$ cat config.mk
export PLATFORM = sky130hd
export DESIGN_NAME = fifo_sync_param
export DESIGN_NICKNAME = d
export VERILOG_FILES = /design/src/rtl/fifo_pkg.sv /design/src/rtl/fifo_mem.sv /design/src/rtl/fifo_sync_param.sv
export SDC_FILE = /design/constraint.sdc
export NUM_CORES = 1
export LEC_CHECK = 0
export BUFFER_PORTS_ARGS = -buffer_cell sky130_fd_sc_hd__buf_2
export CAP_MARGIN = 20
export CORE_ASPECT_RATIO = 0.9
export CORE_MARGIN = 8
export CORE_UTILIZATION = 35
export CTS_BUF_LIST = sky130_fd_sc_hd__clkbuf_2
export DETAILED_ROUTE_END_ITERATION = 10
export PLACE_DENSITY = 0.48
export SETUP_SLACK_MARGIN = 0.3
export SYNTH_ARGS = -nofsm -noshare
export SYNTH_HDL_FRONTEND = slang
export SYNTH_SLANG_ARGS = --single-unit
$ cat constraint.sdc
create_clock -name clk -period 4.35 [get_ports clk]
set_input_delay 0.2175 -clock clk [delete_from_list [all_inputs] [get_ports clk]]
set_output_delay 0.2175 -clock clk [all_outputs]
set_load 0.03 [all_outputs]
$ cat src/rtl/fifo_pkg.sv
// rtl/fifo_pkg.sv - shared mode constants, defaults and pointer sizing for the sync FIFO
package fifo_pkg;

  localparam int FIFO_STD  = 0;
  localparam int FIFO_FWFT = 1;

  localparam int DEFAULT_AE_THRESH = 2;
  localparam int DEFAULT_AF_MARGIN = 2;

  // One extra MSB beyond the address bits tells full apart from empty
  function automatic int ptr_width(input int depth);
    return $clog2(depth) + 1;
  endfunction

endpackage

$ cat src/rtl/fifo_mem.sv
// rtl/fifo_mem.sv - WIDTH x DEPTH register array, synchronous write, asynchronous read
module fifo_mem #(
  parameter int WIDTH = 8,
  parameter int DEPTH = 16
) (
  input  logic                     clk,
  input  logic                     we,
  input  logic [$clog2(DEPTH)-1:0] waddr,
  input  logic [WIDTH-1:0]         wdata,
  input  logic [$clog2(DEPTH)-1:0] raddr,
  output logic [WIDTH-1:0]         rdata
);

  logic [WIDTH-1:0] mem_q [DEPTH];

  // Storage is deliberately left unreset; pointers alone define valid contents
  always_ff @(posedge clk) begin
    if (we) begin
      mem_q[waddr] <= wdata;
    end
  end

  assign rdata = mem_q[raddr];

endmodule

$ cat src/rtl/fifo_sync_param.sv
// rtl/fifo_sync_param.sv - parametrised single-clock FIFO with FWFT option, occupancy count,
// programmable almost flags and one-cycle overflow/underflow pulses
module fifo_sync_param
  import fifo_pkg::*;
#(
  parameter int WIDTH     = 8,
  parameter int DEPTH     = 16,
  parameter int AF_THRESH = DEPTH - DEFAULT_AF_MARGIN,
  parameter int AE_THRESH = DEFAULT_AE_THRESH,
  parameter int FWFT      = FIFO_STD
) (
  input  logic                   clk,
  input  logic                   rst,
  input  logic                   wr_en,
  input  logic                   rd_en,
  input  logic [WIDTH-1:0]       datain,
  output logic [WIDTH-1:0]       dataout,
  output logic                   full,
  output logic                   empty,
  output logic                   almost_full,
  output logic                   almost_empty,
  output logic [$clog2(DEPTH):0] count,
  output logic                   overflow,
  output logic                   underflow
);

  localparam int AW = $clog2(DEPTH);
  localparam int PW = ptr_width(DEPTH);
  localparam logic [PW-1:0] AF_C = PW'(AF_THRESH);
  localparam logic [PW-1:0] AE_C = PW'(AE_THRESH);

  if (WIDTH < 1) begin : g_bad_width
    $error("fifo_sync_param: WIDTH must be >= 1");
  end
  if ((DEPTH < 4) || ((DEPTH & (DEPTH - 1)) != 0)) begin : g_bad_depth
    $error("fifo_sync_param: DEPTH must be a power of two >= 4");
  end
  if ((AF_THRESH < 1) || (AF_THRESH > DEPTH)) begin : g_bad_af
    $error("fifo_sync_param: AF_THRESH must be in 1..DEPTH");
  end
  if ((AE_THRESH < 0) || (AE_THRESH > DEPTH - 1)) begin : g_bad_ae
    $error("fifo_sync_param: AE_THRESH must be in 0..DEPTH-1");
  end
  if ((FWFT != FIFO_STD) && (FWFT != FIFO_FWFT)) begin : g_bad_mode
    $error("fifo_sync_param: FWFT must be 0 or 1");
  end

  logic [PW-1:0]    wr_ptr_q, wr_ptr_d;
  logic [PW-1:0]    rd_ptr_q, rd_ptr_d;
  logic [PW-1:0]    count_q, count_d;
  logic             overflow_q, overflow_d;
  logic             underflow_q, underflow_d;
  logic             full_w, empty_w;
  logic             wr_acc, rd_acc;
  logic [WIDTH-1:0] rd_data;

  // Equal pointers mean empty; same address with differing lap bit means full
  assign empty_w = (wr_ptr_q == rd_ptr_q);
  assign full_w  = (wr_ptr_q[AW] != rd_ptr_q[AW]) &&
                   (wr_ptr_q[AW-1:0] == rd_ptr_q[AW-1:0]);

  assign wr_acc = wr_en && !full_w;
  assign rd_acc = rd_en && !empty_w;

  always_comb begin
    wr_ptr_d    = wr_acc ? wr_ptr_q + PW'(1) : wr_ptr_q;
    rd_ptr_d    = rd_acc ? rd_ptr_q + PW'(1) : rd_ptr_q;
    overflow_d  = wr_en && full_w;
    underflow_d = rd_en && empty_w;
    count_d     = count_q;
    case ({wr_acc, rd_acc})
      2'b10:   count_d = count_q + PW'(1);
      2'b01:   count_d = count_q - PW'(1);
      default: count_d = count_q;
    endcase
  end

  always_ff @(posedge clk or negedge rst) begin
    if (!rst) begin
      wr_ptr_q    <= '0;
      rd_ptr_q    <= '0;
      count_q     <= '0;
      overflow_q  <= 1'b0;
      underflow_q <= 1'b0;
    end else begin
      wr_ptr_q    <= wr_ptr_d;
      rd_ptr_q    <= rd_ptr_d;
      count_q     <= count_d;
      overflow_q  <= overflow_d;
      underflow_q <= underflow_d;
    end
  end

  fifo_mem #(
    .WIDTH (WIDTH),
    .DEPTH (DEPTH)
  ) u_mem (
    .clk   (clk),
    .we    (wr_acc),
    .waddr (wr_ptr_q[AW-1:0]),
    .wdata (datain),
    .raddr (rd_ptr_q[AW-1:0]),
    .rdata (rd_data)
  );

  if (FWFT == FIFO_FWFT) begin : g_fwft
    assign dataout = empty_w ? '0 : rd_data;
  end else begin : g_std
    logic [WIDTH-1:0] dout_q, dout_d;

    always_comb begin
      dout_d = rd_acc ? rd_data : dout_q;
    end

    always_ff @(posedge clk or negedge rst) begin
      if (!rst) begin
        dout_q <= '0;
      end else begin
        dout_q <= dout_d;
      end
    end

    assign dataout = dout_q;
  end

  assign full         = full_w;
  assign empty        = empty_w;
  assign almost_full  = (count_q >= AF_C);
  assign almost_empty = (count_q <= AE_C);
  assign count        = count_q;
  assign overflow     = overflow_q;
  assign underflow    = underflow_q;

endmodule

==> results of run 1 <==
kinds of logic (layout without fill, tap and decap cells):
family                     after synthesis  after routing  synth area share
adders and majority gates               10             10           0.02092
buffers and inverters                   25             84           0.02506
and+or+nand+nor                         60             60           0.05388
DFF                                    153            153            0.7050
AOI/OAI and AO/OA                       43             43           0.04460
muxes                                   42             42            0.1257
xor gates and xnor gates                18             18           0.02487
cell usage after synthesis, types with 2 or more instances:
| master | n |
|---|---|
| buf_2 | 7 |
| mux4_2 | 7 |
| edfxtp_1 | 128 |
| nor2_1 | 11 |
| buf_6 | 2 |
| clkbuf_1 | 7 |
| xnor2_1 | 8 |
| nand4_1 | 3 |
| a21o_1 | 2 |
| and3_1 | 17 |
| nor2b_1 | 18 |
| a211oi_1 | 8 |
| dfrtp_1 | 25 |
| mux4_1 | 17 |
| buf_12 | 2 |
| a2111oi_0 | 9 |
| mux2i_1 | 8 |
| ha_1 | 9 |
| a21oi_1 | 18 |
| inv_1 | 4 |
| buf_4 | 2 |
| nand2_1 | 5 |
| o21ai_0 | 3 |
| and2_1 | 3 |
| xor2_1 | 10 |
| mux2_2 | 10 |
stage by stage:
stage,instances,utilization,worst slack [ns],hold slack [ns],cell area [um^2]
2_1_floorplan,351,-,1.508,-0.07809,6340
3_3_place_gp,605,0.3786,0.9498,0.2403,6689
3_5_place_dp,605,0.3786,0.8318,0.2482,6689
4_1_cts,649,0.3992,0.8145,0.1790,7053
5_1_grt,650,0.3996,0.8496,0.1848,7061
6_report,650,0.3996,1.139,0.2630,7061
layer usage:
layer | routed length, um | share of wire | vias up | track usage
met5 | 0 | 0 | - | 0
met4 | 159 | 0.012 | 0 | 0.04404
met3 | 384 | 0.029 | 13 | 0.03392
met2 | 5880 | 0.44 | 36 | 0.1812
met1 | 6842 | 0.52 | 1625 | 0.1753
li1 | - | - | 1481 | -
path summary, 6_finish.rpt:
path | startpoint | end | cells after the start | slack [ns]
max in group asynchronous | rst | dataout[3] | 4 | 3.68
min in group asynchronous | rst | dataout[6] | 4 | 0.51
hold reg to reg | wr_ptr_q[4] | wr_ptr_q[4] | 1 | 0.52
hold / removal | wr_en | overflow | 3 | 0.26
setup reg to reg | wr_ptr_q[4] | count[4] | 10 | 1.14
setup / recovery | wr_ptr_q[4] | count[4] | 10 | 1.14
area by class of cell:
type / count / area (um^2)
fillers: 1641 / 10610
flip-flops and latches: 153 / 4471
clock inverters: 14 / 138.9
clock buffers: 17 / 85.08
inverters: 4 / 15.01
repair buffers: 49 / 335.3
well taps: 240 / 300.3
multi-input cells: 173 / 1715
worst register-to-register path, stage by stage (launching register included):
cell and delay (ns):
dfrtp_1 0.46, xor2_1 0.29, inv_1 0.13, a21boi_2 0.79, ha_1 0.43, ha_1 0.31
a21o_1 0.19, a21oi_1 0.16, xor2_1 0.15, nor2_1 0.06, xor2_1 0.14
timing repair:
action                    in CTS  in global routing
resized for setup              0                  0
hold endpoints to repair     157                  0
hold buffers                  13                  0
registers in the layout (all words and copies together) (netlist names):
signal and count:
underflow 1, dataout 8, count 5, u_mem.mem_q 128, wr_ptr_q 5, rd_ptr_q 5, overflow 1
power by group through the flow:
stage          clock (uW)  combinational, uW  sequential, uW
6_report              759               1660            1960
5_1_grt               836               1810            1980
3_5_place_dp            0               1670            1990
4_1_cts               786               1690            1960
2_1_floorplan           0               1130            2080
3_3_place_gp            0               1680            1980
==> flow_summary.toml, run 1 <==
[power]
irDropWorstVdd_uv = 254.4
switching_share = 0.3825
power_frac_comb = 0.379
power_uw = 4373
leakage_uw = 0.002521
internal_power_uw = 2700
clkPwrFrac = 0.174
power.net_switching_uw = 1673
pwr-share-seq = 0.447
power_density_mw_per_mm2 = 619.3

[timing]
min_period_ns = 3.211
slew_headroom = 0.3383
fin_crit_sh = 0.7381
slew_viol_final = 0
rsz0062_at_grt = "no"
fmax_mhz = 311.4
worst_pin_slew_ns = 0.9868
finalSetupViolCount = 0
finalHoldViolations = 0
skew_ns = 0.03975
finalSetupTns_ns = 0

[run]
cap_violations = 0

[setup_path]
critPathMaxStageDelay_ns = 0.79
path_buf_inv = 1
worst_setup_path_end_kind = "flip-flop"
critPathArrivalTime_ns = 3.83
worst-endpoint-required_ns = 4.97
crit_chain = "xor2_1 -> inv_1 -> a21boi_2 -> ha_1 -> ha_1 -> a21o_1 -> a21oi_1 -> xor2_1 -> nor2_1 -> xor2_1"
slowest_stage = "a21boi_2"
critical-path-top-delay-family = "compound AO/OA/AOI/OAI gates"
start_kind = "flip-flop"
crit_top_cell = "xor2_1"
cp_max_fo = 22
path_class = "flip-flop to flip-flop"

[cells_and_area]
antenna_cells = 0
fin_nets = 420
mostFrequentLayoutCells = "edfxtp_1 (128), buf_2 (30), dfrtp_1 (24)"
final_common_cell = "edfxtp_1"
area_growth_pct = 11.37
drive_gt1_frac = 0.2146

[clocking]
cts.sinks = 153
post-cts-setup-buffer-count = 0
clock_path_buffers = 2
cts_tree = "done"
htreeDepth = 4
cts.clk_slew.worst_paths_ns = 0.24
clock_latency_ns = 0.72
cts_buffers = 17
cts_root_buffer = "clkbuf_2"

[place]
dpl.hpwl_mm = 8.273
globalplace.congestion = 0.7126
port_buffers = 30

[global_route]
grt.overflow.total = 0
gr-usage-all-layers = 0.1246
grt_pass1_vias = 3329
antenna_found_initial = 0
grt_max_degree = 52
grt_pass1_wl_mm = 20.03

[synthesis]
syn_nets = 373
synthCells = 351
synthFlopType = "edfxtp_1"
yosys.area.top_type_share = 0.6063
async_flop_share = 0.1634
avgSynthCellArea_um2 = 18.06
synth.yosys.seq_area_share = 0.7050
synth-edff-count = 128
ys_types = 34
yosysTopAreaCell = "edfxtp_1"
synth-warning-count = 0
yosys_register_bits = 153
netlist_area_mm2 = 0.006340
ys_top_cells_by_area = "edfxtp_1 (61%), dfrtp_1 (9.9%), mux4_1 (7.0%), mux4_2 (2.5%), ha_1 (1.8%)"

[floorplan]
fp.dieW_um = 157.9
rows = 46
initial_core_util = 0.3588
io_pins = 31
core_mm2 = 0.01767
dieArea_mm2 = 0.02268
die_y_um = 143.7

[routing]
via_per_inst = 4.854
antenna_left = 0
wl_mm = 13.27
first_iter_violations = 206
drc = 0
vias = 3155
wl_per_cell_um = 20.41
drt_pre_antenna_iters = 5

[run_status]
outcome = "finished clean"

[worst_hold_path]
hp-class = "input pin to flip-flop"
Note: power is estimated with default switching activity, not from simulation.
==> run 2: changes to the inputs <==
Settings changed: PLACE_DENSITY 0.48 to 0.5.
Clock period 4.35 ns to 2.8 ns, I/O delays scaled along.
==> flow_summary.toml, run 2 (synthesized netlist as in run 1, its figures left out) <==
[global_route]
grt_pass1_wl_mm = 20.20
antenna_found_initial = 1
grt_pass1_vias = 3277
gr-usage-all-layers = 0.1261
grt_max_degree = 52
grt.overflow.total = 0

[setup_path]
slowest_stage = "dfrtp_1"
crit_top_cell = "xor2_1"
crit_chain = "xor2_1 -> nor4_2 -> buf_4 -> a21boi_2 -> ha_4 -> fa_2 -> a21o_1 -> a21oi_2 -> xor2_1 -> nor2_1 -> xor2_1"
start_kind = "flip-flop"
critPathMaxStageDelay_ns = 0.43
cp_max_fo = 3
path_class = "flip-flop to flip-flop"
critical-path-top-delay-family = "adder cells"
critPathArrivalTime_ns = 3.05
worst_setup_path_end_kind = "flip-flop"
path_buf_inv = 1
worst-endpoint-required_ns = 3.42

[timing]
slew_headroom = 0.5426
min_period_ns = 2.435
rsz0062_at_grt = "yes"
finalSetupViolCount = 0
fmax_mhz = 410.7
fin_crit_sh = 0.8697
worst_pin_slew_ns = 0.6860
finalHoldViolations = 0
slew_viol_final = 0
skew_ns = 0.03252
holdWs_ns = 0.2302
finalSetupTns_ns = 0

[power]
power_density_mw_per_mm2 = 964.4
power_uw = 6894
irDropWorstVdd_uv = 423.4
leakage_uw = 0.002571

[routing]
wl_mm = 13.55
antenna_left = 0
first_iter_violations = 164
vias = 3220
drc = 0
wl_per_cell_um = 20.50
via_per_inst = 4.871
drt_pre_antenna_iters = 4

[clocking]
cts_buffers = 17
cts_root_buffer = "clkbuf_2"
clock_path_buffers = 2
cts.sinks = 153
clock_latency_ns = 0.69
htreeDepth = 4
cts_tree = "done"
cts.clk_slew.worst_paths_ns = 0.22

[place]
place_area_mm2 = 0.006738
port_buffers = 30
dpl.hpwl_mm = 8.331
globalplace.congestion = 0.7380

[floorplan]
io_pins = 31
rows = 46
initial_core_util = 0.3588
fp.dieW_um = 157.9
die_y_um = 143.7
dieArea_mm2 = 0.02268
core_mm2 = 0.01767

[cells_and_area]
final_util = 0.4045
final_common_cell = "edfxtp_1"
mostFrequentLayoutCells = "edfxtp_1 (128), buf_2 (28), dfrtp_1 (23)"
largest_register_ffs = 128
area_growth_pct = 12.75
fin_nets = 429
stdcell_area_mm2 = 0.007148
nFillCells = 1640
largest-register = "u_mem.mem_q"
drive_gt1_frac = 0.2357

[run]
cap_violations = 0

[run_status]
outcome = "finished clean"

[worst_hold_path]
hp-class = "input pin to flip-flop"
-- run 2: changes by cell type in the layout (fill, tap and decap cells not counted), sizes merged, moves of 2 or more --
| cell | change |
|---|---|
| inv | -4 |
| buf | +9 |
| clkbuf | +3 |
| clkinv | +2 |
-- run 2: cell type report --
| type | count | area [um^2] | area share |
|---|---|---|---|
| Clock inverter | 12 | 108.9 | 0.01523 |
| Inverter | 4 | 15.01 | 0.002100 |
| Sequential cell | 153 | 4472 | 0.6256 |
| Tap cell | 240 | 300.3 | 0.04201 |
| Multi-Input combinational cell | 173 | 1734 | 0.2426 |
| Antenna cell | 1 | 2.502 | 0.0003501 |
| Clock buffer | 20 | 100.1 | 0.01400 |
| Timing Repair Buffer | 58 | 415.4 | 0.05811 |
-- run 2: final timing paths --
check,from,end,slack [ns],cells after the start
min in group asynchronous,rst,count[4],0.44,4
max in group asynchronous,rst,dataout[3],2.18,4
hold / removal,rd_en,underflow,0.23,3
hold reg to reg,wr_ptr_q[4],wr_ptr_q[4],0.50,1
setup / recovery,rd_ptr_q[1],count[4],0.36,11
setup reg to reg,rd_ptr_q[1],count[4],0.36,11
-- run 2: power breakdown --
part,total (uW),switching [uW],internal (uW)
registers,3010,171,2840
clock network,1140,740,402
logic,2740,1630,1110
total,6890,2540,4360
-- run 2: tightest hold or removal path, cell delays in order --
cell and delay, ns:
dlygate4sd3_1 0.52, buf_2 0.10, and3_1 0.12
-- run 2: routing by layer --
layer | GRT usage | vias up | wire [um]
met5 | 0 | - | 0
met4 | 0.04705 | 0 | 187
met3 | 0.03212 | 12 | 403
met2 | 0.1885 | 44 | 6316
met1 | 0.1737 | 1671 | 6643
li1 | - | 1493 | -
-- run 2: through the flow --
step                      worst slack [ns]  cells
after global placement              0.3300    609
after floorplan                     0.1500    351
after global routing                0.1713    661
after CTS                           0.3013    658
final                               0.3649    661
after detailed placement            0.2842    609
-- run 2: what timing repair did --
item	CTS	global route
hold buffers	13	0
buffers inserted	4	2
pin swaps	2	3
resized for setup	1	6
setup endpoints to repair	1	3
endpoints found under the hold margin	167	0
